--- src/rtl/mfcc_coef_pingpong_buf.sv ---
// Two-bank ping-pong coefficient frame buffer between the MFCC/DCT producer and the classifier reader.
// Define MFCC_BUF_OUTREG_EN to add an output register stage, which makes the read latency 2 instead of 1.
module mfcc_coef_pingpong_buf #(
  parameter int DATA_WIDTH      = 14,
  parameter int NUM_COEF        = 13,
  parameter int ADDR_WIDTH      = 8,
  parameter int FRAME_CNT_WIDTH = 16
) (
  input  logic                       clk,
  input  logic                       rst,
  input  logic [DATA_WIDTH-1:0]      wr_data,
  input  logic                       wr_valid,
  output logic                       wr_ready,
  output logic                       rd_frame_valid,
  input  logic                       rd_en,
  input  logic [ADDR_WIDTH-1:0]      rd_addr,
  output logic [DATA_WIDTH-1:0]      rd_data,
  output logic                       rd_data_valid,
  input  logic                       rd_release,
  output logic [FRAME_CNT_WIDTH-1:0] frame_cnt
);
  localparam int IDX_W     = $clog2(NUM_COEF);
  localparam int MEM_DEPTH = 2 * NUM_COEF;
  localparam int MEM_AW    = $clog2(MEM_DEPTH);
  localparam logic [IDX_W-1:0] LAST_IDX = IDX_W'(NUM_COEF - 1);

  logic [DATA_WIDTH-1:0] mem [MEM_DEPTH];

  logic                       wr_bank_q, wr_bank_d;
  logic                       rd_bank_q, rd_bank_d;
  logic [1:0]                 full_cnt_q, full_cnt_d;
  logic [IDX_W-1:0]           wr_idx_q, wr_idx_d;
  logic [FRAME_CNT_WIDTH-1:0] frame_cnt_q, frame_cnt_d;
  logic [DATA_WIDTH-1:0]      rd_data1_q, rd_data1_d;
  logic                       rd_valid1_q, rd_valid1_d;

  logic              wr_beat, frame_done, rel_fire, rd_fire, rd_in_range;
  logic [MEM_AW-1:0] wr_phys, rd_phys;

  assign wr_ready       = (full_cnt_q != 2'd2);
  assign rd_frame_valid = (full_cnt_q != 2'd0);
  assign frame_cnt      = frame_cnt_q;

  always_comb begin
    wr_beat     = wr_valid & wr_ready;
    frame_done  = wr_beat & (wr_idx_q == LAST_IDX);
    rel_fire    = rd_release & rd_frame_valid;
    rd_fire     = rd_en & rd_frame_valid;
    rd_in_range = (32'(rd_addr) < NUM_COEF);
    wr_phys     = MEM_AW'(32'(wr_idx_q) + (wr_bank_q ? NUM_COEF : 0));
    rd_phys     = MEM_AW'(32'(rd_addr) + (rd_bank_q ? NUM_COEF : 0));

    wr_idx_d    = wr_idx_q;
    wr_bank_d   = wr_bank_q;
    rd_bank_d   = rd_bank_q;
    full_cnt_d  = full_cnt_q;
    frame_cnt_d = frame_cnt_q;
    rd_valid1_d = rd_fire;
    rd_data1_d  = rd_data1_q;

    if (wr_beat) wr_idx_d = frame_done ? '0 : wr_idx_q + IDX_W'(1);
    if (frame_done) begin
      wr_bank_d   = ~wr_bank_q;
      frame_cnt_d = frame_cnt_q + FRAME_CNT_WIDTH'(1);
    end
    if (rel_fire) rd_bank_d = ~rd_bank_q;

    // A completion and a release in the same cycle cancel out in the occupancy count.
    case ({frame_done, rel_fire})
      2'b10:   full_cnt_d = full_cnt_q + 2'd1;
      2'b01:   full_cnt_d = full_cnt_q - 2'd1;
      default: full_cnt_d = full_cnt_q;
    endcase

    if (rd_fire) rd_data1_d = rd_in_range ? mem[rd_phys] : '0;
  end

  always_ff @(posedge clk) begin
    if (wr_beat) mem[wr_phys] <= wr_data;
  end

  always_ff @(posedge clk or posedge rst) begin
    if (rst) begin
      wr_bank_q   <= 1'b0;
      rd_bank_q   <= 1'b0;
      full_cnt_q  <= 2'd0;
      wr_idx_q    <= '0;
      frame_cnt_q <= '0;
      rd_data1_q  <= '0;
      rd_valid1_q <= 1'b0;
    end else begin
      wr_bank_q   <= wr_bank_d;
      rd_bank_q   <= rd_bank_d;
      full_cnt_q  <= full_cnt_d;
      wr_idx_q    <= wr_idx_d;
      frame_cnt_q <= frame_cnt_d;
      rd_data1_q  <= rd_data1_d;
      rd_valid1_q <= rd_valid1_d;
    end
  end

`ifdef MFCC_BUF_OUTREG_EN
  logic [DATA_WIDTH-1:0] rd_data2_q, rd_data2_d;
  logic                  rd_valid2_q, rd_valid2_d;

  // The second stage only captures real responses so rd_data keeps holding between reads.
  always_comb begin
    rd_valid2_d = rd_valid1_q;
    rd_data2_d  = rd_valid1_q ? rd_data1_q : rd_data2_q;
  end

  always_ff @(posedge clk or posedge rst) begin
    if (rst) begin
      rd_data2_q  <= '0;
      rd_valid2_q <= 1'b0;
    end else begin
      rd_data2_q  <= rd_data2_d;
      rd_valid2_q <= rd_valid2_d;
    end
  end

  assign rd_data       = rd_data2_q;
  assign rd_data_valid = rd_valid2_q;
`else
  assign rd_data       = rd_data1_q;
  assign rd_data_valid = rd_valid1_q;
`endif

endmodule

--- config.mk ---
export PLATFORM = sky130hd
export DESIGN_NAME = mfcc_coef_pingpong_buf
export DESIGN_NICKNAME = d
export VERILOG_FILES = /design/src/rtl/mfcc_coef_pingpong_buf.sv
export SDC_FILE = /design/constraint.sdc
export NUM_CORES = 1
export LEC_CHECK = 0
export CORE_ASPECT_RATIO = 1.75
export CORE_MARGIN = 2
export CORE_UTILIZATION = 33
export CTS_CLUSTER_SIZE = 10
export DETAILED_ROUTE_END_ITERATION = 8
export PLACE_DENSITY = 0.56
export SETUP_SLACK_MARGIN = 0.5
export SYNTH_ARGS = -nofsm -noshare
export SYNTH_HDL_FRONTEND = slang
export SYNTH_SLANG_ARGS = --single-unit
--- constraint.sdc ---
create_clock -name clk -period 2.4 [get_ports clk]
set_clock_uncertainty 0.1 [all_clocks]
set_input_delay 0.36 -clock clk [delete_from_list [all_inputs] [get_ports clk]]
set_output_delay 0.36 -clock clk [all_outputs]
set_load 0.02 [all_outputs]
# Word level (Yosys, flattened, before mapping)
# Memory sizes are Yosys's and may differ from the RTL's.
# Cells that the tools add are included.
totals:
  out_inout_bits: 33
  mem_count: 1
  ramBits: 364
  ff_bits: 39
  word_cells: 34
memory_table:
  columns: ["memory", "depth", "width", "rd", "rd_ports_with_merged_regs", "write_ports", "line", "source"]
  rows:
  - ["mem", 26, 14, 1, 0, 1, "27", "logic [DATA_WIDTH-1:0] mem [MEM_DEPTH];"]
classes:
  n_eq_ne: 4
  n_reduce_logical: 2
  muxes: 7
  n_bitwise: 6
  order_cmp: 1
  addsub: 6
ops:
  columns: ["op", "n"]
  rows:
  - ["adder 16 x 1 -> 16 bit (second input constant)", 1]
  - ["two-way mux 14 bit", 1]
  - ["two-way mux 4 bit", 3]
  - ["less-than comparator 8 x 4 -> 1 bit (second input constant)", 1]
  - ["adder 4 x 4 -> 5 bit", 1]
  - ["adder 5 x 4 -> 5 bit", 1]
  - ["adder 4 x 1 -> 4 bit (second input constant)", 1]
  - ["AND 1 bit", 4]
  - ["== test 4 bit (second input constant)", 1]
  - ["one-hot mux 2 bit (2 select lines)", 1]
  - ["nonzero test 2 bit", 2]
  - ["adder 2 x 1 -> 2 bit (second input constant)", 1]
  - ["== test 2 x 1 -> 1 bit (second input constant)", 1]
  - ["== test 2 bit (second input constant)", 1]
  - ["two-way mux 1 bit", 2]
  - ["!= test 2 bit (second input constant)", 1]
  - ["NOT 1 bit", 2]
  - ["subtractor 2 x 1 -> 2 bit (second input constant)", 1]

# Depth between registers and ports, before layout
depth:
  word_depth: 5
  depth_mapped: 9
  depth_no_buf: 9

# Worst setup path after synthesis
# No wires, ideal clock.
synth_timing:
  path_type: "register -> register"
  start: "register wr_bank_q"
  end: "memory mem[20][0] (enable)"
  t_required_ns: 1.916
  stages_incl_launch_ff: 6
  path_buffers: 0
  t_arrival_ns: 2.140
  setup_time_ns: 0.384
  slack_ns: -0.225
  path_cell_list: "dfrtp_1 > ha_1 > a31oi_1 > xnor2_1 > or3_1 > nor2_1"
synth_via:
  elab_chain_len: 2
synth_lines:
  columns: ["item", "line", "source"]
  rows:
  - ["start: declaration", "29", "logic wr_bank_q, wr_bank_d;"]
  - ["start signal: assignment", "92", "wr_bank_q <= wr_bank_d;"]
  - ["two-way mux 4 bit", "50", "wr_phys = MEM_AW'(32'(wr_idx_q) + (wr_bank_q ? NUM_COEF : 0));"]
  - ["adder 4 x 4 -> 5 bit", "50", null]
  - ["end: declaration", "27", null]
# No other way between the ends.

# Final worst setup path
layout_timing:
  start: "register rd_bank_q"
  end: "register rd_data1_q[1], in the netlist rd_data[1]"
layout_via:
  elab_chain_len: 4
layout_lines:
  columns: ["item", "line", "source"]
  rows:
  - ["start: declaration", "30", "logic rd_bank_q, rd_bank_d;"]
  - ["start signal: assignment", "93", "rd_bank_q <= rd_bank_d;"]
  - ["two-way mux 4 bit", "51", "rd_phys = MEM_AW'(32'(rd_addr) + (rd_bank_q ? NUM_COEF : 0));"]
  - ["adder 5 x 4 -> 5 bit", "51", null]
  - ["memory read (26 x 14 bit)", null, null]
  - ["two-way mux 14 bit", "75", "if (rd_fire) rd_data1_d = rd_in_range ? mem[rd_phys] : '0;"]
  - ["end signal: assignment", "97", "rd_data1_q <= rd_data1_d;"]
  - ["end: declaration", "34", "logic [DATA_WIDTH-1:0] rd_data1_q, rd_data1_d;"]
# No other way between the ends.
# A chain may end at the register's enable or synchronous reset.

==> flow_metrics.env <==
export IMPL_cts_max_level=2
export IMPL_power_leakage_uw=0.00710
export IMPL_pin_count=60
export IMPL_finalSetupViolations=12
export IMPL_areaGrowthSynthToFinish_pct=31.9
export IMPL_gp_congestion=0.775
export IMPL_synth_xor_area_share_pct=1.46
export IMPL_overflow=0
export IMPL_clock_root_buffer="clkbuf_16"
export IMPL_synthSimpleGateAreaFrac_pct=4.87
export IMPL_synth_seq_area_share_pct=73.6
export IMPL_grt_pass1_wl_um=63300
export IMPL_max_slew_margin_rel_pct=45.3
export IMPL_ys_seq_elements=403
export IMPL_layout_common_cells="edfxtp_1 (364), buf_4 (88), mux4_2 (84)"
export IMPL_grt_total_usage_pct=17.2
export IMPL_synth_area_um2=16200
export IMPL_setup_slack_ns=-0.0756
export IMPL_rows=107
export IMPL_avgSynthCellArea_um2=18.7
export IMPL_fin_crit_sh_pct=103
export IMPL_insertion_delay_ns=0.57
export IMPL_place_ws_ns=-0.527
export IMPL_drive_above_1_share_pct=37.7
export IMPL_vias_per_cell=5.03
export IMPL_worst_path_max_fanout=5
export IMPL_min_period_ns=2.48
export IMPL_status="finished with violations"
export IMPL_fmax_mhz=404
export IMPL_hp_class="primary input to async pin"
export IMPL_drtIter0Drc=498
export IMPL_hpwl_um=28700
export IMPL_powerDensity_nw_per_um2=1200
export IMPL_synth_top_family_by_area="multiplexers"
export IMPL_synth_compound_area_share_pct=3.99
export IMPL_violations="negative setup slack"
export IMPL_end_kind="flop"
export IMPL_clock_path_buffers=3
export IMPL_hold_viol=0
export IMPL_clkTransAtPathRegs_ns=0.06
export IMPL_vdd_drop_max_uv=589
export IMPL_vias=8915
export IMPL_critPathArrivalTime_ns=2.82
export IMPL_rsz0062_at_grt="true"
export IMPL_wire_per_inst_um=24.5
export IMPL_die_x_um=171
export IMPL_worst_pin_slew_ns=0.819
export IMPL_core_um2=48600
export IMPL_synthAdderAreaFrac_pct=0.929
export IMPL_muxShareOfSynthArea_pct=13.4
export IMPL_power_uw=25500
export IMPL_netlist_instances=865
export IMPL_wl_um=43400
export IMPL_cts_sinks=403
export IMPL_antenna_found_initial=0
export IMPL_fp_dieH_um=297
export IMPL_path_class="flop to flop"
export IMPL_drc=0
export IMPL_layout_nets=1139
export IMPL_whs_ns=0.0452
export IMPL_synth_distinct_cells=49
export IMPL_grt_max_degree=27
export IMPL_ant_nets=0
export IMPL_yosysWarningCount=0
export IMPL_nFillCells=4206
export IMPL_first_pass_iters=4
export IMPL_holdBufCountCts=0
export IMPL_synthesis_nets=904
export IMPL_die_area_um2=50900
export IMPL_critPathLaunchType="flop"
export IMPL_finalNonFillerCells=1773
export IMPL_critPathRequiredTime_ns=2.75
export IMPL_drv_max_cap_violation_count=0
export IMPL_placedCellCount=1668
export IMPL_grt_pass1_vias=9454
export IMPL_initial_core_util_pct=33.3
export IMPL_port_buffers=59
export IMPL_cts_made_buffers=46
export IMPL_drv_slew=0
export IMPL_cts_tree="yes"
export IMPL_layout_commonest_cell="edfxtp_1"
-- logic make-up after synthesis --
kind of cell               count (synthesis)
AOI/OAI and AO/OA                         83
DFF                                      403
muxes                                    110
buffers and inverters                     55
adders and majority gates                 12
and+or+nand+nor                          175
xor gates and xnor gates                  27
-- registers in the layout, indices dropped and copies added (netlist names) --
name / flops
mem: 364
wr_bank_q: 1
rd_data: 14
rd_bank_q: 1
full_cnt_q: 2
frame_cnt: 16
wr_idx_q: 4
rd_data_valid: 1
-- final timing paths --
kind | start | to | slack, ns | cells after the start
max | rd_bank_q$_DFFE_PP0P_ | rd_data[1]$_DFFE_PP0P_ | -0.08 | 9
min in group clk | frame_cnt[15]$_DFFE_PP0P_ | frame_cnt[15]$_DFFE_PP0P_ | 0.37 | 1
min reg2reg | frame_cnt[15]$_DFFE_PP0P_ | frame_cnt[15]$_DFFE_PP0P_ | 0.37 | 1
max reg2reg | rd_bank_q$_DFFE_PP0P_ | rd_data[1]$_DFFE_PP0P_ | -0.08 | 9
min | rst | frame_cnt[3]$_DFFE_PP0P_ | 0.05 | 2
max in group asynchronous | rst | wr_bank_q$_DFFE_PP0P_ | 1.47 | 3
-- routing by layer --
metal  vias to the layer above  wire [um]  GRT usage, %
met2                       246      24500          32.3
met1                      4665      15400          18.9
met3                        91       1700          2.33
met4                         0       1830          7.65
li1                       3913          -             -
met5                         -          0             0
-- power by group --
| group | switching, uW | total (uW) | internal (uW) |
|---|---|---|---|
| Clock | 2650 | 6150 | 3500 |
| Sequential | 261 | 8730 | 8470 |
| Combinational | 5400 | 10600 | 5240 |
-- per-stage QoR --
step                      utilization [%]  area [um^2]  TNS, ns
after floorplan                         -        16400        0
after global placement               39.5        19200    -6.59
after detailed placement             39.5        19200    -6.74
after CTS                            43.1        20900   -0.867
after global routing                 43.9        21300    -1.88
final                                43.9        21300   -0.485
-- final cells by class --
cell class,instances,area (um^2),share of cell area (%)
multi-input combinational,407,4560,21.4
antenna,1,2.50,0.0117
clock buffer,62,1210,5.68
sequential,403,11900,55.9
inverter,11,43.8,0.205
clock inverter,4,71.3,0.334
timing repair buffer,231,2710,12.7
tap,654,818,3.84
-- critical path, stage by stage, from the launching register on --
cell and delay, ns:
dfrtp_2 0.47, ha_4 0.31, buf_12 0.13, buf_4 0.15, buf_4 0.13, mux4_2 0.50
mux2i_2 0.20, o211ai_1 0.15, o211ai_2 0.11, o21ai_1 0.09
-- cell usage after synthesis (all sizes together) --
cell type / instances / area share [%]
o211ai: 27 / 1.6
nand2b: 1 / 0.039
a2bb2oi: 14 / 0.76
and4: 1 / 0.054
or4: 2 / 0.14
mux4: 84 / 12
xnor2: 20 / 1.1
o41ai: 1 / 0.054
xor2: 7 / 0.38
or2: 2 / 0.077
and3: 3 / 0.12
nand3: 10 / 0.31
nand4b: 1 / 0.054
nor2: 42 / 0.97
a211oi: 13 / 0.60
nand4: 1 / 0.039
nor4: 2 / 0.17
o31a: 1 / 0.054
clkbuf: 21 / 0.49
or3: 3 / 0.12
nor2b: 3 / 0.12
o211a: 1 / 0.062
ha: 12 / 0.93
a32o: 1 / 0.062
nand2: 86 / 2.0
a21oi: 5 / 0.18
clkinv: 1 / 0.023
nand3b: 2 / 0.093
dfrtp: 39 / 6.0
buf: 23 / 0.96
inv: 10 / 0.23
nor3: 14 / 0.46
or3b: 1 / 0.070
mux2i: 13 / 0.80
a2111oi: 1 / 0.054
edfxtp: 364 / 68
and2: 1 / 0.039
a31oi: 2 / 0.077
o21ai: 17 / 0.53
mux2: 13 / 0.91
-- what timing repair did --
item,in CTS,in global routing
resized for setup,64,42
pin swaps,24,22
gates cloned,5,4
setup buffers,15,14
endpoints found under the setup margin,425,425
(Power assumes the default switching activity.)
